**config.mk**
```make
export PLATFORM = sky130hd
export DESIGN_NAME = clk_div_bank
export DESIGN_NICKNAME = d
export VERILOG_FILES = /design/src/rtl/clk_div_bank.sv
export SDC_FILE = /design/constraint.sdc
export NUM_CORES = 1
export LEC_CHECK = 0
export ABC_AREA = 1
export CAP_MARGIN = 0
export CORE_ASPECT_RATIO = 0.6
export CORE_UTILIZATION = 50
export DETAILED_ROUTE_END_ITERATION = 8
export GPL_ROUTABILITY_DRIVEN = 0
export PLACE_DENSITY = 0.7
export SYNTH_ARGS = -nofsm -noshare
export SYNTH_HDL_FRONTEND = slang
export SYNTH_SLANG_ARGS = --single-unit
```
**constraint.sdc**
```tcl
create_clock -name clk -period 8.7 [get_ports clk]
set_input_delay 1.74 -clock clk [delete_from_list [all_inputs] [get_ports clk]]
set_output_delay 1.74 -clock clk [all_outputs]
set_load 0.05 [all_outputs]
```
**src/rtl/clk_div_bank.sv**
```systemverilog
// clk_div_bank: multi-channel programmable tick / divided-clock generator.
// Period and mode are captured at the start of each half-period, so changes are glitch-free.
module clk_div_bank #(
  parameter int CHANNELS = 4,
  parameter int WIDTH    = 27
) (
  input  logic                      clk,
  input  logic                      reset,
  input  logic                      pause,
  input  logic                      load,
  input  logic [CHANNELS-1:0]       ch_en,
  input  logic [CHANNELS-1:0]       mode,
  input  logic [CHANNELS*WIDTH-1:0] max,
  output logic [CHANNELS-1:0]       clk_out,
  output logic [CHANNELS-1:0]       tick
);

  for (genvar g = 0; g < CHANNELS; g++) begin : g_ch
    logic [WIDTH-1:0] cnt;
    logic [WIDTH-1:0] shadow_max;
    logic             shadow_mode;
    logic [WIDTH-1:0] eff_max;
    logic             eff_mode;
    logic             term;

    // A fresh half-period uses the live inputs; otherwise the captured copy.
    assign eff_max  = (cnt == '0) ? max[g*WIDTH +: WIDTH] : shadow_max;
    assign eff_mode = (cnt == '0) ? mode[g] : shadow_mode;
    assign term     = (cnt >= eff_max);

    always_ff @(posedge clk or posedge reset) begin
      if (reset) begin
        cnt         <= '0;
        shadow_max  <= '0;
        shadow_mode <= 1'b0;
        clk_out[g]  <= 1'b0;
        tick[g]     <= 1'b0;
      end else if (load || !ch_en[g]) begin
        cnt        <= '0;
        clk_out[g] <= 1'b0;
        tick[g]    <= 1'b0;
      end else if (pause) begin
        tick[g] <= 1'b0;
      end else begin
        if (cnt == '0) begin
          shadow_max  <= max[g*WIDTH +: WIDTH];
          shadow_mode <= mode[g];
        end
        if (term) begin
          cnt        <= '0;
          tick[g]    <= 1'b1;
          clk_out[g] <= eff_mode ? 1'b1 : ~clk_out[g];
        end else begin
          cnt     <= cnt + WIDTH'(1);
          tick[g] <= 1'b0;
          if (eff_mode) clk_out[g] <= 1'b0;
        end
      end
    end
  end

endmodule

```
Yosys cells after proc, flatten, opt, wreduce, memory -nomap -nowiden
Cells that the tools add are included.

$mul: 0. Muxes and demuxes: 52. Add/sub/neg operators: 4. Bitwise operators: 9. Magnitude comparators: 4. Shift operators: 0. Reduce and logical (&&, ||, !) cells: 24. Equal/unequal tests: 4. Div/mod/pow operators: 0.

Operator list (count): two-way mux 27 bit (16); adder 27 x 1 -> 27 bit (second input constant) (4); greater-or-equal comparator 27 bit (4); logical NOT 27 bit (4); two-way mux 1 bit (36); AND reduction 2 bit (8); nonzero test 3 bit (4); inverter 1 bit (9); != test 2 x 1 -> 1 bit (second input constant) (4); logical NOT 1 bit (4); logical OR 1 bit (4).

Logic and storage cells: 117. Bits of input ports: 120. Latch bits: 0. RAM bits: 0. Output and inout bits: 8. Bits in registers: 228. Memories kept: 0. Bits in read-only memories: 0.

Logic depth before layout (Yosys ltp)
Word-level depth: 6. Mapped depth: 25. Mapped depth without buffers: 24.

Least setup slack after synthesis
Ideal clock, no wire load.

Path kind: in2reg. Start point: in max[47]. End point: reg g_ch[1].cnt[0]. Arrival time: 3.315 ns. Data required time: 8.617 ns. Setup slack: 5.302 ns. Path buffers: 1. Library setup time: 0.083 ns. Stages: 14. Cell sequence: or2_0 > o21ai_1 > ha_1 > nand2_1 > nor2_1 > and2_1 > nand2_1 > nor2_1 > nor2_1 > nand3_2 > nor2_4 > buf_4 > nand2_1 > o21ai_0.

Word-level cells in the longest chain between the ends: 5.

Ends and longest elaborated chain: start: declaration (RTL line 13) `input logic [CHANNELS*WIDTH-1:0] max,`; two-way mux 27 bit; greater-or-equal comparator 27 bit (RTL line 29) `assign term = (cnt >= eff_max);`; two-way mux 27 bit (RTL line 49) `if (term) begin`; two-way mux 27 bit (RTL line 42) `end else if (pause) begin`; two-way mux 27 bit (RTL line 38) `end else if (load || !ch_en[g]) begin`; end signal: assignment (RTL line 54) `cnt <= cnt + WIDTH'(1);`; end: declaration (RTL line 19) `logic [WIDTH-1:0] cnt;`.

No other way between the ends. The select of a mux whose other input is x is not followed. A chain may end at the register's enable or synchronous reset.

Final worst setup path
Start point: reg g_ch[0].cnt[0]. End point: reg g_ch[0].cnt[16].

Word-level cells in the longest chain between the ends: 6. Elaborated cells on any way between the ends: 7. Those cells by class: 1 x add/sub; 1 x order compare; 4 x mux; 1 x reduce/logical.

Ends and longest elaborated chain: start: declaration (RTL line 19); start signal: assignment (RTL line 54); logical NOT 27 bit (RTL line 27) `assign eff_max = (cnt == '0) ? max[g*WIDTH +: WIDTH] : shadow_max;`; two-way mux 27 bit; greater-or-equal comparator 27 bit (RTL line 29); two-way mux 27 bit * (RTL line 49); two-way mux 27 bit * (RTL line 42); two-way mux 27 bit * (RTL line 38).

Mark *: on every way between the ends. The rest lies on a longest branch, timed or not. The select of a mux whose other input is x is not followed.

==> summary.txt <==
Clock skew: 0.0156 ns
Worst VDD drop: 123 uV
Main area contributors after synthesis: dfrtp_1 37%, nand2_1 16%, ha_1 9.3%, inv_1 6.1%, o21ai_0 4.1%
M2 GR Usage: 35.9%
Post-Syn Nets: 2385
Worst Path Arrival: 4.88 ns
CTS sink count: 228
# DRC: 0
Placed cell area: 17200 sq um
Slew @ Worst Pin: 0.970 ns
Post_cts resized: 0
FFs w/ async S/R, synth: 100%
CTS tree: done
Min Tclk post-route: 4.51 ns
Hold Fails Final Rpt: 0
GRT Overall Usage: 25.7%
Crit Path Max Fanout: 34
Cell row count: 49
First-pass GRT wire length: 67500 um
Fin cells: 2675
Layout area overhead: 15.0%
Placed cells: 2632
Initial DRC count: 1250
Syn. warnings: 0
Syn Area/Cell: 7.27 sq um
Dominant cell type by area after synthesis: dfrtp_1
WL final: 40500 um
Total gr overflow: 0
Design area: 18000 sq um
P_leak: 8.82 nW
HPWL Detailed: 29900 um
Area of the die: 32000 sq um
Die W: 230 um
Worst setup SP type: register
Filler instances: 2849
Hold Crit Class: reg2reg
Tcrit/Tclk final: 51.8%
ANT cells: 0
Root buf cell: clkbuf_16
Register area share after synthesis: 36.5%
# hold bufs at CTS: 0
Highest clock rate: 222 MHz
PD cells: 147 nW/um^2
Nets@finish: 2486
Worst Setup End Kind: register
Met1 Track Usage GR: 40.7%
Number of synthesized flops with an enable pin: 0
Max-slew headroom: 35.3%
Setup CP Type: reg2reg
Core area: 30300 sq um
Synth cell types: 43
CP Data Required Time: 9.08 ns
Max Slew Vio Count: 0
Yosys reg bits: 228
Final worst slack: 4.19 ns
Share of cells above drive strength 1: 5.43%
Bufs on Longest Clock Path: 3
Most used DFF post-synth: dfrtp_1
Vias in the first global route: 13200
Met3 Use GR: 3.52%
RSZ-0062 raised after global routing: no
Vias: 14200
Post-CTS Setup Bufs: 0
Grt peak-use layer: met1
Initial Utilization: 51.5%
CP max-delay cell: nand2_1
Area of the mapped netlist: 15600 sq um
Initial antenna violation count: 0
Count of final setup violators: 0
Crit-path cells: inv_1, ha_1, nand2_1, nor3_1, nand2_1, nor2_4, nand2_2, nand2_1, o21ai_1, ha_1, nand2_1, inv_1, nand3_1, nor3_1, and2_1, nand2_1, inv_2, nor2_4, nand2_1, o21ai_0
Number of top-level pins: 128
Worst-Skew Late Latency: 0.54 ns
Setup TNS Final: 0 ns
Cell mode on critical path: nand2_1
Crit path buffers/inverters: 3
Pre-antenna DRT Iters: 5
Max-Cap Viols: 0
CP top delay family: simple AND/OR/NAND/NOR gates
DP Worst Slack: 4.13 ns
Port Buf Inserts: 127
Vias per inst: 5.30
Die H: 139 um
Pin count of the biggest net entering global routing: 91
Status: complete, no violations
Top-area cell type share of the netlist area: 36.5%
# H-tree levels: 1
Drt wl/cell: 15.1 um
Critical path's largest stage delay: 0.56 ns
Cts bufs inserted: 24
Detail Route Antenna Nets: 0
Mapped Cells: 2149
Worst-path clk slew: 0.07 ns
final timing paths:
kind,slack [ns],start,end,cells past startpoint
worst max-delay path,4.19,g_ch[0].cnt[0],g_ch[0].cnt[16],20
worst min-delay path,0.49,g_ch[1].shadow_max[26],g_ch[1].shadow_max[26],2
worst max register to register,4.19,g_ch[0].cnt[0],g_ch[0].cnt[16],20
worst min register to register,0.49,g_ch[1].shadow_max[26],g_ch[1].shadow_max[26],2
max in group asynchronous,5.54,reset,g_ch[1].shadow_max[23],3
min in group asynchronous,1.70,reset,g_ch[0].shadow_max[6],2
power by group:
| part | internal [mW] | switching [mW] | leakage [nW] | total, mW |
|---|---|---|---|---|
| Combinational | 0.156 | 0.227 | 5.40 | 0.384 |
| Sequential | 1.16 | 0.0454 | 3.02 | 1.20 |
| Clock | 0.619 | 0.444 | 0.406 | 1.06 |
| Total | 1.93 | 0.717 | 8.82 | 2.65 |
cells in the final DEF (no fill, tap or decap), drive strengths merged, types with 4 or more instances in the layout:
master         count
a21boi            42
a21oi             50
buf                9
clkbuf            35
clkdlybuf4s50    127
clkinv             7
dfrtp            228
ha               116
inv              273
mux2i              5
nand2            663
nand3            114
nand4             40
nor2             150
nor3              50
nor4               4
o21a              12
o21ai            225
o22ai             17
or2               10
xnor2             11
xor2              64
cells in the mapped netlist, types with 4 or more instances:
library cell and n:
nand3_1 112, inv_1 255, nor2_4 5, nor2_1 136
buf_2 17, buf_4 8, nand2_1 659, a21boi_1 15
nor2_2 9, buf_6 7, o21ai_1 96, o21a_1 12
a21boi_2 27, nor3_1 46, clkbuf_1 28, xnor2_1 11
o21ai_0 129, ha_1 116, xor2_1 64, nand4_1 40
inv_2 18, dfrtp_1 228, o22ai_1 17, or2_0 10
mux2i_1 5, nor4_1 4, a21oi_1 48, nor3_2 4
routing by layer:
| layer | wire, um | share of wire [%] |
|---|---|---|
| met1 | 20700 | 51 |
| met2 | 16100 | 40 |
| met3 | 2640 | 6.5 |
| met4 | 1040 | 2.6 |
| met5 | 0 | 0 |
worst reg2reg max path, cell delays in order, from the launching register on:
cell and delay [ns]:
dfrtp_1 0.40, inv_1 0.18, ha_1 0.18, nand2_1 0.05, nor3_1 0.13, nand2_1 0.11
nor2_4 0.42, nand2_2 0.53, nand2_1 0.18, o21ai_1 0.11, ha_1 0.33, nand2_1 0.05
inv_1 0.08, nand3_1 0.08, nor3_1 0.35, and2_1 0.20, nand2_1 0.08, inv_2 0.07
nor2_4 0.06, nand2_1 0.56, o21ai_0 0.18
sequential cells by signal, summed over array words and instances (netlist names):
register,count
g_ch.cnt,108
g_ch.shadow_max,108
clk_out,4
g_ch.shadow_mode,4
tick,4
stage by stage:
| step | utilization [%] | power (mW) | hold slack (ns) |
|---|---|---|---|
| 5_1_grt | 59.2 | 2.78 | 0.505 |
| 3_5_place_dp | 56.5 | 1.60 | 0.474 |
| 4_1_cts | 59.2 | 2.68 | 0.489 |
| 3_3_place_gp | 56.5 | 1.59 | 0.467 |
| 6_report | 59.2 | 2.65 | 0.487 |
| 2_1_floorplan | - | 1.47 | 0.453 |
final cells by class:
class	instances	area, sq um	share of cell area [%]
tap	408	510	2.84
timing repair buffer	136	1340	7.45
sequential	228	5710	31.8
clock buffer	35	743	4.14
inverter	274	1040	5.77
multi-input combinational	1586	8570	47.7
clock inverter	8	67.6	0.376
cell families after synthesis:
family	Yosys count	synth area share, %
compound gates	350	13.0
xor+xnor	75	4.20
fa+ha+maj	116	9.29
buf+inv	335	8.71
flops	228	36.5
mux	5	0.320
simple gates	1040	28.0
Note: power is estimated with default switching activity, not from simulation.
